--- config.mk ---
export PLATFORM = sky130hd
export DESIGN_NAME = mul_div_unit
export DESIGN_NICKNAME = d
export VERILOG_FILES = /design/src/rtl/mul_div_unit.sv
export SDC_FILE = /design/constraint.sdc
export NUM_CORES = 1
export LEC_CHECK = 0
export CORE_UTILIZATION = 45
export DETAILED_ROUTE_END_ITERATION = 8
export MAX_ROUTING_LAYER = met4
export PLACE_DENSITY = 0.68
export SLEW_MARGIN = 30
export SYNTH_ARGS = -nofsm -noshare
export SYNTH_HDL_FRONTEND = slang
export SYNTH_SLANG_ARGS = --single-unit
--- constraint.sdc ---
create_clock -name Clock -period 11.2 [get_ports Clock]
set_input_delay 2.24 -clock Clock [delete_from_list [all_inputs] [get_ports Clock]]
set_output_delay 2.24 -clock Clock [all_outputs]
set_load 0.1 [all_outputs]
--- src/rtl/mul_div_unit.sv ---
// Multi-cycle signed multiply/divide unit: radix-2 shift-add multiply and
// restoring divide on operand magnitudes, with signs applied in a final fixup cycle.
module mul_div_unit #(
    parameter int         WIDTH  = 32,
    parameter logic [4:0] OP_MUL = 5'b01010,
    parameter logic [4:0] OP_DIV = 5'b01011
) (
    input  logic             Clock,
    input  logic             clear,
    input  logic             start,
    input  logic [4:0]       op,
    input  logic [WIDTH-1:0] a,
    input  logic [WIDTH-1:0] b,
    output logic             busy,
    output logic             done,
    output logic             div_by_zero,
    output logic [WIDTH-1:0] z_high,
    output logic [WIDTH-1:0] z_low,
    output logic [1:0]       dbg_state
);

    localparam int CW = $clog2(WIDTH + 1);

    typedef enum logic [1:0] {IDLE, ITER, FIXUP, DONE} state_t;

    state_t             state, state_nx;
    logic [CW-1:0]      count;
    logic [2*WIDTH-1:0] acc;
    logic [WIDTH-1:0]   mag_a, mag_b, orig_a;
    logic               sign_a, sign_b, is_div, is_dz;

    logic               accept, b_zero;
    logic [WIDTH-1:0]   mul_addend;
    logic [WIDTH:0]     mul_sum;
    logic [2*WIDTH:0]   div_shift;
    logic [WIDTH:0]     div_diff;
    logic [2*WIDTH-1:0] mul_next, div_next, prod_neg;
    logic [WIDTH-1:0]   quo, rem;

    // Handshake: a request is taken only when start is high in IDLE with a
    // legal op; busy covers ITER..FIXUP and done pulses for one cycle after.
    assign accept = (state == IDLE) && start && (op == OP_MUL || op == OP_DIV);
    assign b_zero = (b == '0);

    assign busy      = (state == ITER) || (state == FIXUP);
    assign done      = (state == DONE);
    assign dbg_state = state;

    always_ff @(posedge Clock or negedge clear) begin
        if (!clear) state <= IDLE;
        else        state <= state_nx;
    end

    always_comb begin
        state_nx = state;
        case (state)
            IDLE:    if (accept) state_nx = (op == OP_DIV && b_zero) ? FIXUP : ITER;
            ITER:    if (count == CW'(1)) state_nx = FIXUP;
            FIXUP:   state_nx = DONE;
            DONE:    state_nx = IDLE;
            default: state_nx = IDLE;
        endcase
    end

    // Multiply: acc = {partial product, remaining multiplier bits}, shifted right.
    assign mul_addend = acc[0] ? mag_a : {WIDTH{1'b0}};
    assign mul_sum    = {1'b0, acc[2*WIDTH-1:WIDTH]} + {1'b0, mul_addend};
    assign mul_next   = {mul_sum, acc[WIDTH-1:1]};

    // Divide: acc = {partial remainder, dividend bits / quotient bits}, shifted left.
    assign div_shift = {acc, 1'b0};
    assign div_diff  = div_shift[2*WIDTH:WIDTH] - {1'b0, mag_b};
    assign div_next  = div_diff[WIDTH] ? div_shift[2*WIDTH-1:0]
                                       : {div_diff[WIDTH-1:0], div_shift[WIDTH-1:1], 1'b1};

    assign prod_neg = -acc;
    assign quo      = acc[WIDTH-1:0];
    assign rem      = acc[2*WIDTH-1:WIDTH];

    always_ff @(posedge Clock or negedge clear) begin
        if (!clear) begin
            count       <= '0;
            acc         <= '0;
            mag_a       <= '0;
            mag_b       <= '0;
            orig_a      <= '0;
            sign_a      <= 1'b0;
            sign_b      <= 1'b0;
            is_div      <= 1'b0;
            is_dz       <= 1'b0;
            div_by_zero <= 1'b0;
            z_high      <= '0;
            z_low       <= '0;
        end else begin
            case (state)
                IDLE: if (accept) begin
                    mag_a       <= a[WIDTH-1] ? -a : a;
                    mag_b       <= b[WIDTH-1] ? -b : b;
                    orig_a      <= a;
                    sign_a      <= a[WIDTH-1];
                    sign_b      <= b[WIDTH-1];
                    is_div      <= (op == OP_DIV);
                    is_dz       <= (op == OP_DIV) && b_zero;
                    count       <= CW'(WIDTH);
                    div_by_zero <= 1'b0;
                    if (op == OP_DIV) acc <= {{WIDTH{1'b0}}, (a[WIDTH-1] ? -a : a)};
                    else              acc <= {{WIDTH{1'b0}}, (b[WIDTH-1] ? -b : b)};
                end
                ITER: begin
                    count <= count - CW'(1);
                    acc   <= is_div ? div_next : mul_next;
                end
                FIXUP: begin
                    if (is_dz) begin
                        z_low       <= '1;
                        z_high      <= orig_a;
                        div_by_zero <= 1'b1;
                    end else if (is_div) begin
                        z_low  <= (sign_a ^ sign_b) ? -quo : quo;
                        z_high <= sign_a ? -rem : rem;
                    end else begin
                        {z_high, z_low} <= (sign_a ^ sign_b) ? prod_neg : acc;
                    end
                end
                default: ;
            endcase
        end
    end

endmodule

# Word level (Yosys, flattened, before mapping)
# Cells that the tools add are included.
# totals
reg_bits,237
latchBits,0
mem_bits_rw,0
romBits,0
out_inout_bits,69
word_cells,68
n_memories,0
# classes
add_sub_neg,8
mul,0
div,0
order_cmp,0
eq_ne,9
shift,0
muxes,24
bitwise_logic,1
reduce_logical,13
# op_table
op,count
two-way mux 32 bit,10
two-way mux 64 bit,4
negator 32 bit,4
one-hot mux 64 bit (2 select lines),1
negator 64 bit,1
adder 32 x 32 -> 33 bit,1
subtractor 33 x 32 -> 33 bit,1
zero test 32 bit,1
one-hot mux 6 bit (2 select lines),1
== test 5 x 4 -> 1 bit (second input constant),2
one-hot mux 2 bit (4 select lines),1
== test 6 x 1 -> 1 bit (second input constant),1
two-way mux 2 bit,3
two-way mux 6 bit,1
AND reduction 2 bit,3
subtractor 6 x 1 -> 6 bit (second input constant),1
== test 2 bit (second input constant),2
inequality test 2 bit (second input constant),2
nonzero test 2 bit,2
logical AND 1 bit,3
AND reduction 3 bit,1
== test 2 x 1 -> 1 bit (second input constant),1
zero test 2 bit,1
logical OR 1 bit,2
other kinds (4),5

# Depth between registers and ports, before layout
# depth
depth_word,5
depth_mapped,16

# Worst setup path after synthesis
# Ideal clock, no wire load.
# synth_timing
path_kind,input to register
from,input a[6]
to,register acc[31]
arrival_ns,5.677
required_ns,11.123
setup_slack_ns,5.447
path_stages,10
cell_sequence,or4_4 -> or4_4 -> or3_4 -> or4_1 -> or4_4 -> or4_1 -> or4b_1 -> mux2i_1 -> o21ai_1 -> o21ai_1
# synth_via
elab_chain_cells,5
# synth_lines
element,line,text
"start, declared",12,"input logic [WIDTH-1:0] a,"
negator 32 bit,106,"if (op == OP_DIV) acc <= {{WIDTH{1'b0}}, (a[WIDTH-1] ? -a : a)};"
two-way mux 32 bit (2 in series),106,
two-way mux 64 bit,96,IDLE: if (accept) begin
one-hot mux 64 bit (2 select lines),95,case (state)
"end signal, assigned",106,
"end signal, assigned",107,"else acc <= {{WIDTH{1'b0}}, (b[WIDTH-1] ? -b : b)};"
"end signal, assigned",111,acc <= is_div ? div_next : mul_next;
"end, declared",28,logic [2*WIDTH-1:0] acc;
# Every way passes these cells. The select of a mux whose other input is x is not followed.
# A chain may end at the register's enable or synchronous reset.

# Worst setup path in the final report
# layout_timing
from,input a[4]
to,register acc[31]
# The elaborated chain is that of the path after synthesis.

==> results.ini <==
[run_status]
status = finished clean

[global_routing]
grtUsageTotal = 0.307
antenna_found_initial = 0
grt_max_degree = 95
grt_pass1_wl_um = 88800
gr-total-overflow = 0
first_global_vias = 15163

[sta]
fin_setup_tns_ps = 0
worst_slew_pin_slew_ps = 1000
max_slew_margin = 0.331
setup_viol_count_final = 0
post-route-min-period_ps = 5970
skew_ps = 15.7
maxSlewViolCount = 0
period_share = 0.533
hold_violations = 0
rsz0062_at_grt = no
fmax_ghz = 0.168

[yosys]
synth_cells = 2081
synth_seq_cells = 235
ys.flop_type = dfrtp_1
synth.avg_cell_area_um2 = 8.10
yosysTopAreaCellShare = 0.349
async_flop_share = 1.00
ys_seq_area_frac = 0.349
syn_area_mm2 = 0.0169
synth_top_cell_by_area = dfrtp_1
yosysWarnings = 0
syn-num-nets = 2230
synth-edff-count = 0
synth_cell_type_count = 69
synthTopCellsByArea = dfrtp_1 35%, nand2_1 7.9%, ha_1 5.6%

[job]
drv_cap = 0

[critical_path]
critPathRequiredTime_ps = 11680
rrSetupSlack_ps = 6350
endpoint_kind = flip-flop
critPathCapture = acc[31]$_DFFE_PN0P_
r2r-start = acc[31]$_DFFE_PN0P_
arrival_ps = 6450
rr_worst_depth = 14
criticalPathCategory = in -> reg
worst_r2r_endpoint = acc[53]$_DFFE_PN0P_
cp-start-kind = input port
path_max_fanout = 5
crit_start = a[4]

[floorplanning]
ios = 141
die_h_um = 196
rows = 70
die_area_mm2 = 0.0382
die_x_um = 196
initial_core_util = 0.459
core_area_mm2 = 0.0367

[finish]
layout_commonest_cell = nand2_1
final_layout_size_suffix_gt1_frac = 0.0593
nets = 2305
fillers = 3439
n_antenna_cell = 0
syn2layout_area_growth_pct = 16.2
mostFrequentLayoutCells = 353 x nand2_1, 234 x dfrtp_1, 184 x o21ai_0

[cts]
cts_tree = yes
htreeDepth = 1
ctsResizeCount = 0
holdBufCountCts = 0
cts_max_path_buffers = 3
clockRootBuffer = clkbuf_16
clock_latency_ps = 560
cts_buffers = 27
clkTransAtPathRegs_ps = 70
postCtsSetupRepairBufs = 0
clock-sinks = 235

[routing]
wl_per_cell_um = 21.8
drt_iter0_markers = 1397
detail-route-antenna-nets = 0
drc_errors = 0
wl_um = 57600
num_vias = 15975
via_per_inst = 6.04
firstDrtPassIters = 6

[placed_design]
port-buffer-count = 140
gp_congestion = 0.958
dp_hpwl_um = 43700

[worst_hold_path]
hp-class = reg -> reg

cell families after synthesis:
kind of cell,share of synthesized area
compound gates,0.211
fa+ha+maj,0.0580
simple gates,0.205
buf+inv,0.0416
flops,0.349
xor+xnor,0.0940
mux,0.0416
sequential cells by signal, indices dropped and copies added, names as in the netlist:
signal,cells
acc,64
mag_a,32
mag_b,32
z_high,32
z_low,32
orig_a,31
count,6
dbg_state,2
div_by_zero,1
is_div,1
is_dz,1
sign_b,1
routing by layer:
layer  up-vias  GRT usage  part of all wire
met5         -          -                 0
met4         0     0.0980             0.033
met3       113     0.0385             0.069
met2       645      0.483              0.47
met1      7725      0.411              0.43
li1       7492          -                 -
cells in the mapped netlist, drive strengths merged (18+ instances only):
cell,number
or4,20
o21ai,187
a21o,27
or3,20
xor2,83
a31oi,18
xnor2,98
nand2,354
nand2b,19
a22oi,27
a221o,21
nor2b,24
mux2,24
inv,63
a21oi,178
and2,37
a211oi,30
clkbuf,112
o31ai,21
nor3,41
nand3,23
ha,75
dfrtp,235
nor2,150
mux2i,43
cell type report:
cell class                 instances  area [µm²]  area share
clock buffer                      32         734      0.0375
clock inverter                    17         201      0.0103
tap                              468         586      0.0299
multi-input combinational       1663       10300       0.527
inverter                          64         240      0.0123
timing repair buffer             165        1620      0.0825
sequential                       235        5880       0.300
per-stage QoR:
stage	worst slack (ps)	instance area (µm²)	std cells	utilization	hold slack, ps
2_1_floorplan	5450	16900	2081	-	438
3_3_place_gp	4740	18600	2594	0.507	453
3_5_place_dp	4710	18600	2595	0.508	456
4_1_cts	5260	19600	2644	0.534	471
5_1_grt	5100	19600	2644	0.534	493
6_report	5230	19600	2644	0.534	472
critical path: stages:
cell,delay [ps]
clkdlybuf4s50_1,520
or4_4,540
or4_4,520
or3_4,380
or4_1,440
or4_4,460
or4_1,430
or4b_1,550
mux2i_1,170
o21ai_1,70
o21ai_1,140
worst min path at each step:
stage	from	endpoint	cells past startpoint
2_1_floorplan	orig_a[30]$_DFFE_PN0P_	orig_a[30]$_DFFE_PN0P_	2
3_3_place_gp	orig_a[30]$_DFFE_PN0P_	orig_a[30]$_DFFE_PN0P_	2
3_5_place_dp	mag_a[22]$_DFFE_PN0P_	mag_a[22]$_DFFE_PN0P_	2
4_1_cts	mag_a[22]$_DFFE_PN0P_	mag_a[22]$_DFFE_PN0P_	2
5_1_grt	mag_a[28]$_DFFE_PN0P_	mag_a[28]$_DFFE_PN0P_	2
6_report	mag_a[18]$_DFFE_PN0P_	mag_a[18]$_DFFE_PN0P_	2
Power is not shown: default switching activity piles up to over one toggle a cycle in this logic, so the estimate is an artifact.
